**src/rtl/mem_arb_pkg.sv**
```systemverilog
// Shared types and constants for the two-requester memory arbiter.
// Imported by mem_arb_starve_cnt and mem_arbiter.
package mem_arb_pkg;

    // Width of the starvation (hold) counter; holds MAX_HOLD values up to 15.
    localparam int HOLD_W = 4;

    // Debug encoding of the current grant owner.
    typedef enum logic [1:0] {
        OWN_NONE = 2'd0,
        OWN_M0   = 2'd1,
        OWN_M1   = 2'd2
    } owner_t;

    // Arbiter state: which requester received the most recent grant.
    typedef enum logic [1:0] {
        IDLE = 2'd0,
        OWN0 = 2'd1,
        OWN1 = 2'd2
    } state_t;

    // Map the registered state onto the owner debug code.
    function automatic owner_t state_to_owner(input state_t s);
        case (s)
            OWN0:    return OWN_M0;
            OWN1:    return OWN_M1;
            default: return OWN_NONE;
        endcase
    endfunction

endpackage

```
**src/rtl/mem_arb_starve_cnt.sv**
```systemverilog
// Saturating hold counter used as the arbiter's starvation guard.
// Counts consecutive m0 grants while m1 waits; at_max_o forces an m1 grant.
// Priority of controls: freeze, then clear, then increment.
// MAX_HOLD must lie in 1..15 so it fits the HOLD_W-bit counter.
module mem_arb_starve_cnt
    import mem_arb_pkg::*;
#(
    parameter int MAX_HOLD = 4
) (
    input  logic clk,
    input  logic rst,
    input  logic inc_i,
    input  logic clr_i,
    input  logic freeze_i,
    output logic at_max_o
);

    localparam logic [HOLD_W-1:0] MAX_VAL = HOLD_W'(MAX_HOLD);

    logic [HOLD_W-1:0] cnt_q;
    logic [HOLD_W-1:0] cnt_d;

    // Next count: hold while frozen, clear when m1 is served or idle, else saturate upward.
    always_comb begin
        cnt_d = cnt_q;
        if (freeze_i) begin
            cnt_d = cnt_q;
        end else if (clr_i) begin
            cnt_d = '0;
        end else if (inc_i && (cnt_q != MAX_VAL)) begin
            cnt_d = cnt_q + 1'b1;
        end
    end

    // Counter register with asynchronous reset to zero.
    always_ff @(posedge clk or posedge rst) begin
        if (rst) begin
            cnt_q <= '0;
        end else begin
            cnt_q <= cnt_d;
        end
    end

    assign at_max_o = (cnt_q == MAX_VAL);

endmodule

```
**src/rtl/mem_arbiter.sv**
```systemverilog
// Two-requester arbiter for a single-port synchronous memory.
// m0 (core) has fixed priority; m1 (debug/loader) is forced through after
// MAX_HOLD consecutive m0 grants. Read data returns one cycle after grant.
// Optional bus locking for atomic read-modify-write: define MEM_ARB_LOCK_EN.
module mem_arbiter
    import mem_arb_pkg::*;
#(
    parameter int AW       = 8,
    parameter int DW       = 8,
    parameter int MAX_HOLD = 4
) (
    input  logic          clk,
    input  logic          rst,

    input  logic          m0_req_i,
    input  logic          m0_we_i,
    input  logic [AW-1:0] m0_addr_i,
    input  logic [DW-1:0] m0_wdata_i,
`ifdef MEM_ARB_LOCK_EN
    input  logic          m0_lock_i,
`endif
    output logic          m0_gnt_o,
    output logic          m0_rvalid_o,
    output logic [DW-1:0] m0_rdata_o,

    input  logic          m1_req_i,
    input  logic          m1_we_i,
    input  logic [AW-1:0] m1_addr_i,
    input  logic [DW-1:0] m1_wdata_i,
`ifdef MEM_ARB_LOCK_EN
    input  logic          m1_lock_i,
`endif
    output logic          m1_gnt_o,
    output logic          m1_rvalid_o,
    output logic [DW-1:0] m1_rdata_o,

    output logic [AW-1:0] mem_addr_o,
    output logic [DW-1:0] mem_wdata_o,
    output logic          mem_we_o,
    output logic          mem_en_o,
    input  logic [DW-1:0] mem_rdata_i,

    output logic [1:0]    owner_o
);

    state_t        state_q, state_d;
    logic          tag_valid_q, tag_valid_d;
    logic          tag_id_q, tag_id_d;
    logic [DW-1:0] m0_hold_q, m0_hold_d;
    logic [DW-1:0] m1_hold_q, m1_hold_d;

    logic req0, req1;
    logic gnt0, gnt1;
    logic at_max;
    logic block_m0, block_m1;
    logic freeze;

`ifdef MEM_ARB_LOCK_EN
    // Only the registered owner's lock counts; a lock from the other side is ignored.
    assign block_m1 = (state_q == OWN1) ? 1'b0 : ((state_q == OWN0) && m0_lock_i);
    assign block_m0 = (state_q == OWN0) ? 1'b0 : ((state_q == OWN1) && m1_lock_i);
`else
    assign block_m1 = 1'b0;
    assign block_m0 = 1'b0;
`endif
    assign freeze = block_m0 | block_m1;

    // Sanitise requests so that an unknown request level never wins a grant.
    always_comb begin
        req0 = 1'b0;
        req1 = 1'b0;
        case (m0_req_i)
            1'b1:    req0 = 1'b1;
            default: req0 = 1'b0;
        endcase
        case (m1_req_i)
            1'b1:    req1 = 1'b1;
            default: req1 = 1'b0;
        endcase
    end

    // Grant decision: m0 first, m1 when alone, starved, or m0 is locked out.
    always_comb begin
        gnt0 = 1'b0;
        gnt1 = 1'b0;
        if (!rst) begin
            case ({req1, req0})
                2'b01: gnt0 = !block_m0;
                2'b10: gnt1 = !block_m1;
                2'b11: begin
                    if (block_m1) begin
                        gnt0 = 1'b1;
                    end else if (block_m0) begin
                        gnt1 = 1'b1;
                    end else if (at_max) begin
                        gnt1 = 1'b1;
                    end else begin
                        gnt0 = 1'b1;
                    end
                end
                default: begin
                    gnt0 = 1'b0;
                    gnt1 = 1'b0;
                end
            endcase
        end
    end

    // Steer the winner onto the memory port; everything reads zero when idle.
    always_comb begin
        mem_en_o    = 1'b0;
        mem_we_o    = 1'b0;
        mem_addr_o  = '0;
        mem_wdata_o = '0;
        if (gnt0) begin
            mem_en_o    = 1'b1;
            mem_we_o    = m0_we_i;
            mem_addr_o  = m0_addr_i;
            mem_wdata_o = m0_wdata_i;
        end else if (gnt1) begin
            mem_en_o    = 1'b1;
            mem_we_o    = m1_we_i;
            mem_addr_o  = m1_addr_i;
            mem_wdata_o = m1_wdata_i;
        end
    end

    assign m0_gnt_o = gnt0;
    assign m1_gnt_o = gnt1;

    mem_arb_starve_cnt #(
        .MAX_HOLD (MAX_HOLD)
    ) u_starve_cnt (
        .clk      (clk),
        .rst      (rst),
        .inc_i    (gnt0 && req1),
        .clr_i    (gnt1 || !req1),
        .freeze_i (freeze),
        .at_max_o (at_max)
    );

    // Next owner state plus read-return tag and per-requester rdata hold values.
    always_comb begin
        state_d     = IDLE;
        tag_valid_d = 1'b0;
        tag_id_d    = 1'b0;
        m0_hold_d   = m0_hold_q;
        m1_hold_d   = m1_hold_q;

        if (gnt0) begin
            state_d = OWN0;
        end else if (gnt1) begin
            state_d = OWN1;
        end

        tag_valid_d = (gnt0 || gnt1) && !mem_we_o;
        tag_id_d    = gnt1;

        m0_rvalid_o = tag_valid_q && !tag_id_q;
        m1_rvalid_o = tag_valid_q && tag_id_q;
        m0_rdata_o  = m0_rvalid_o ? mem_rdata_i : m0_hold_q;
        m1_rdata_o  = m1_rvalid_o ? mem_rdata_i : m1_hold_q;

        if (m0_rvalid_o) begin
            m0_hold_d = mem_rdata_i;
        end
        if (m1_rvalid_o) begin
            m1_hold_d = mem_rdata_i;
        end
    end

    // State register; reset drops any read still in flight.
    always_ff @(posedge clk or posedge rst) begin
        if (rst) begin
            state_q     <= IDLE;
            tag_valid_q <= 1'b0;
            tag_id_q    <= 1'b0;
            m0_hold_q   <= '0;
            m1_hold_q   <= '0;
        end else begin
            state_q     <= state_d;
            tag_valid_q <= tag_valid_d;
            tag_id_q    <= tag_id_d;
            m0_hold_q   <= m0_hold_d;
            m1_hold_q   <= m1_hold_d;
        end
    end

    assign owner_o = state_to_owner(state_q);

endmodule

```
**config.mk**
```make
export PLATFORM = sky130hd
export DESIGN_NAME = mem_arbiter
export DESIGN_NICKNAME = d
export VERILOG_FILES = /design/src/rtl/mem_arb_pkg.sv /design/src/rtl/mem_arb_starve_cnt.sv /design/src/rtl/mem_arbiter.sv
export SDC_FILE = /design/constraint.sdc
export NUM_CORES = 1
export LEC_CHECK = 0
export ABC_AREA = 1
export BUFFER_PORTS_ARGS = -buffer_cell sky130_fd_sc_hd__buf_4
export CORE_MARGIN = 5
export CORE_UTILIZATION = 30
export DETAILED_ROUTE_END_ITERATION = 16
export GPL_TIMING_DRIVEN = 0
export SLEW_MARGIN = 20
export SYNTH_ARGS = -nofsm -noshare
export SYNTH_HDL_FRONTEND = slang
export SYNTH_HIERARCHICAL = 1
export SYNTH_SLANG_ARGS = --single-unit
```
**constraint.sdc**
```tcl
create_clock -name clk -period 1.9 [get_ports clk]
set_input_delay 0.38 -clock clk [delete_from_list [all_inputs] [get_ports clk]]
set_output_delay 0.38 -clock clk [all_outputs]
set_load 0.005 [all_outputs]
```
* Word level (Yosys, flattened, before mapping)
Cells that the tools add are included.
** Word-level totals
- Memories :: 0
- Output and inout bits :: 40
- Register bits after elaboration :: 24
- Bits in latches :: 0
- Bits in read-only memories :: 0
- Bits of input ports :: 46
- Word-level logic and storage cells :: 48
- Bits in writable memories :: 0
** Cells by class
- Div/mod/pow operators :: 0
- Reductions and logical operators :: 11
- Magnitude comparators :: 0
- Equality and inequality tests :: 7
- Add/sub/neg operators :: 1
- $mul :: 0
- Bitwise logic cells :: 0
- Muxes and demuxes :: 23
- Shift-type cells :: 0
** Operator list (number)
- 8-bit 2-to-1 mux :: 6
- 1-bit 2-to-1 mux :: 10
- 4-bit 2-to-1 mux :: 2
- 2-bit == test (second input constant) :: 3
- 1-bit logical AND :: 5
- 4-bit by 1-bit adder with 4-bit output (second input constant) :: 1
- 2-bit by 1-bit == test with 1-bit output (second input constant) :: 2
- 4-bit by 3-bit == test with 1-bit output (second input constant) :: 1
- 2-bit 2-to-1 mux :: 2
- 4-bit by 3-bit != test with 1-bit output (second input constant) :: 1
- 1-bit case mux with 2 select lines :: 2
- 2-bit case mux with 2 select lines :: 1
- 1-bit logical NOT :: 3
- 1-bit logical OR :: 2
- 2-bit nonzero test :: 1

* Logic depth before layout (Yosys ltp)
- Depth after elaboration :: 8
- Gate-level depth with buffers :: 13

* Cells and area by module
Netlist, hierarchy kept.
** Modules (own cells, without submodules)
- mem_arbiter :: seq. area each 500.5 um^2, cells an instance 142, area each 1072.3 um^2, times used 1
- mem_arb_starve_cnt :: seq. area each 100.1 um^2, cells an instance 39, area each 282.8 um^2, times used 1

* Least setup slack after synthesis
Ideal clock, no wire load.
- Path kind :: reg-to-output
- Start :: register u_starve_cnt.cnt_q[0]
- End :: output mem_addr_o[0]
- Arrival time :: 1279 ps
- Data required time :: 1520 ps
- Stages on the path, launching flop included :: 11
- Slack :: 241 ps
- Cell sequence :: dfrtp_1 > inv_1 > ha_1 > nand3_2 > inv_1 > nand2_1 > nand3_1 > inv_2 > buf_6 > nand2_1 > nand2_1
** Between the ends
- Elaborated cells between the ends (all ways) :: 9
- Classes of those cells :: eq/ne: 1; mux: 8
** RTL lines
- start, declared :: line mem_arb_starve_cnt.sv:20 : logic [HOLD_W-1:0] cnt_q;
- start signal, assigned :: line mem_arb_starve_cnt.sv:40 : cnt_q <= cnt_d;
- 4-bit by 3-bit == test with 1-bit output :: line mem_arb_starve_cnt.sv:44 : assign at_max_o = (cnt_q == MAX_VAL);
- via at_max :: line mem_arbiter.sv:54 : logic at_max;
- 1-bit 2-to-1 mux :: line mem_arbiter.sv:95 : end else if (at_max) begin
- 1-bit case mux with 2 select lines :: line mem_arbiter.sv:87 : case ({req1, req0})
- 1-bit 2-to-1 mux :: line mem_arbiter.sv:86 : if (!rst) begin
- via m0_gnt_o :: line mem_arbiter.sv:22 : output logic m0_gnt_o,
- 8-bit 2-to-1 mux :: line mem_arbiter.sv:115 : if (gnt0) begin
- end, declared :: line mem_arbiter.sv:37 : output logic [AW-1:0] mem_addr_o,
The timed path passes the listed nets, and every way through them passes these cells.

* Worst setup path after layout
- Start :: register u_starve_cnt.cnt_q[1]
- End :: output mem_wdata_o[5]
** Between the ends
- Longest elaborated chain between the ends :: 6
- Elaborated cells between the ends (all ways) :: 9
- Classes of those cells :: eq/ne: 1; mux: 8
** RTL lines
- 4-bit by 3-bit == test with 1-bit output (*) :: line mem_arb_starve_cnt.sv:44
- via at_max :: line mem_arbiter.sv:54
- 1-bit 2-to-1 mux :: line mem_arbiter.sv:95
- 1-bit case mux with 2 select lines :: line mem_arbiter.sv:87
- 1-bit 2-to-1 mux :: line mem_arbiter.sv:86
- 8-bit 2-to-1 mux :: line mem_arbiter.sv:120 : end else if (gnt1) begin
- 8-bit 2-to-1 mux (*) :: line mem_arbiter.sv:115
- end, declared :: line mem_arbiter.sv:38 : output logic [DW-1:0] mem_wdata_o,
The timed path passes the listed nets; every way through them passes the cells marked *.

==> impl_metrics.csv <==
group,metric,value,unit
pwr,power_density,628.4,nW/µm²
timing,rsz0062_at_grt,"yes",
worst_setup_path,cp_top_family,"buffers and inverters",
worst_setup_path,max_stage_delay,0.39,ns
synth,ys.warnings.count,6,
route,final_antenna_net_count,0,
placed_design,pre_cts_slack,-0.1566,ns
worst_setup_path,startpoint_type,"flip-flop",
global_route,grt_pass1_wl,6444,µm
route,vias,1468,
clocking,cts.hold.buffers_added,0,
clocking,clk_latency,0.26,ns
clocking,tritoncts,"built",
route,routed.top_layer,"met4",
floorplan,die_w,77.21,µm
timing,hold-worst-slack,0.03701,ns
worst_setup_path,slowest_stage,"dfrtp_1",
clocking,path_clk_slew,0.08,ns
floorplan,design.die.area,5961,µm²
layout,layout.nets,340,
worst_setup_path,crit_path_end_kind,"primary output",
floorplan,row_count,24,
pwr,p_total,1.595,mW
route,drt-met1-wl,1709,µm
layout,layout.cells.most_common,"buf_4",
placed_design,gp_congestion,0.7168,
timing,finalWorstSetupSlack,-0.1442,ns
worst_setup_path,rr_startpoint,"u_starve_cnt/cnt_q[1]",
clocking,clkSinkCount,24,
timing,tns,-2.033,ns
min_path,min_path_type,"input pin to async pin",
timing,max-slew-margin-rel,65.84,%
pwr,max-vdd-ir-drop,0.2896,mV
route,drc,0,
run_status,violations,"setup timing",
layout,layout-drive-gt1-share,55.33,%
worst_setup_path,cp_max_fo,5,
synth,ys_types,22,
synth,synth.avg_cell_area,7.486,µm²
layout,fillCellCount,404,
layout,area_delta_synth_final,87.35,%
floorplan,start_util,31.12,%
clocking,h-tree-depth,1,
worst_setup_path,arrival,1.66,ns
worst_setup_path,critPathLaunch,"u_starve_cnt/cnt_q[1]",
timing,drv_slew,0,
placed_design,dp_hpwl,2956,µm
timing,fin_skew,0.001549,ns
placed_design,place_inst,319,
synth,ys_seq_area_share,44.32,%
floorplan,coreArea,4354,µm²
timing,fin_crit_sh,107.6,%
floorplan,io_pins,86,
global_route,grt.total_usage,12.86,%
synth,netlist_instances,181,
route,routedWlPerCell,12.05,µm
layout,layout_common_cells,"buf_4 (81), nand2_1 (60), buf_6 (24), dfrtp_1 (24), nand2_2 (20)",
worst_setup_path,cp.required,1.52,ns
pwr,p_leak,1.422,nW
global_route,grt_overflow,0,
clocking,clock_path_buffers,2,
route,firstDrtPassIters,4,
synth,synth-seq-cells,24,
global_route,antenna_found_initial,0,
layout,antenna_cells,0,
worst_setup_path,crit_chain,"inv_1 > ha_2 > nand3_2 > inv_2 > inv_2 > nand2_4 > nand2_4 > inv_6 > clkbuf_16 > nand2_2 > nand2_2 > buf_6",
synth,syn_area,1355,µm²
timing,max_freq,489.2,MHz
floorplan,die_y,77.21,µm
layout,stdcell_count,343,
clocking,cts_buffers,3,
global_route,grt_max_degree,24,
timing,tightestPinTransition,0.5117,ns
route,drt_iter0_markers,30,
worst_setup_path,cp_num_buf_inv,6,
clocking,cts-root-buf,"clkbuf_8",
timing,setup_viol,18,
placed_design,io_buffers,85,
run_status,status,"finished with violations",
route,finalWirelength,4134,µm
route,dr_wl_met2,2010,µm
run,maxCapViolations,0,
worst_setup_path,crit_type,"flip-flop to primary output",
global_route,grt_pass1_vias,1438,
timing,period_needed,2.044,ns
route,vias_per_cell,4.280,
timing,hold_viol,0,
route,met3WireLength,388,µm
[metal layers]
layer	GRT usage (%)	vias up
met2	22.05	55
met1	15.13	647
met5	0	-
met4	2.577	0
li1	-	762
met3	5.035	4
[sequential cells by signal, indices dropped and copies added, names as in the netlist]
name and count:
u_starve_cnt/cnt_q 4, tag_id_q 1, m0_hold_q 8, m1_hold_q 8, tag_valid_q 1, state_q 2
[what timing repair did]
action | in CTS | in global routing
resized for setup | 20 | 49
endpoints found under the hold margin | 0 | 0
buffers inserted | 9 | 8
cloned | 1 | 3
pin swaps | 3 | 12
endpoints found under the setup margin | 23 | 34
[worst paths after layout]
kind                                               to  slack [ns]  cells past startpoint
worst max-delay path                   mem_wdata_o[5]       -0.14                     12
worst min-delay path            u_starve_cnt/cnt_q[3]        0.04                      2
worst max register to register  u_starve_cnt/cnt_q[3]        0.14                     14
worst min register to register           m0_hold_q[0]        0.47                      2
max in group asynchronous                m1_hold_q[4]        1.38                      2
min in group clk                         m0_hold_q[0]        0.40                      3
[cell families after synthesis]
family | synth area share (%)
AND/OR/NAND/NOR | 31.95
buffers and inverters | 12.00
flip-flops | 44.32
AO/OA/AOI/OAI | 9.603
adder cells (fa/ha/maj) | 1.846
other | 0.2767
[power breakdown]
part,switching [mW],internal [mW]
sequential,0.0278,0.596
clock,0.155,0.185
combinational,0.273,0.359
total,0.456,1.14
[metrics by stage]
step | util (%) | area [µm²]
6_report | 58.30 | 2539
5_1_grt | 58.30 | 2539
4_1_cts | 51.38 | 2237
3_3_place_gp | 47.36 | 2062
3_5_place_dp | 47.36 | 2062
2_1_floorplan | - | 1359
[synth_stat cells, drive strengths merged]
cell     n  area share, %
a21oi    2           0.74
buf      5            4.3
conb     1           0.28
dfrtp   24             44
ha       2            1.8
inv     27            7.7
nand2   86             25
nand3    5            2.2
nand3b   1           0.55
nand4    1           0.46
nor2     8            2.8
o21ai   18            8.9
or2      1           0.46
[final cells by class]
cell class | count | area [µm²] | share of cell area, %
timing repair buffer | 106 | 910.9 | 35.88
multi-input combinational | 126 | 738.2 | 29.08
sequential | 24 | 600.6 | 23.66
inverter | 27 | 111.4 | 4.386
tap | 52 | 65.06 | 2.563
buffer | 4 | 57.56 | 2.267
clock buffer | 4 | 55.05 | 2.169
(Power assumes the default switching activity.)
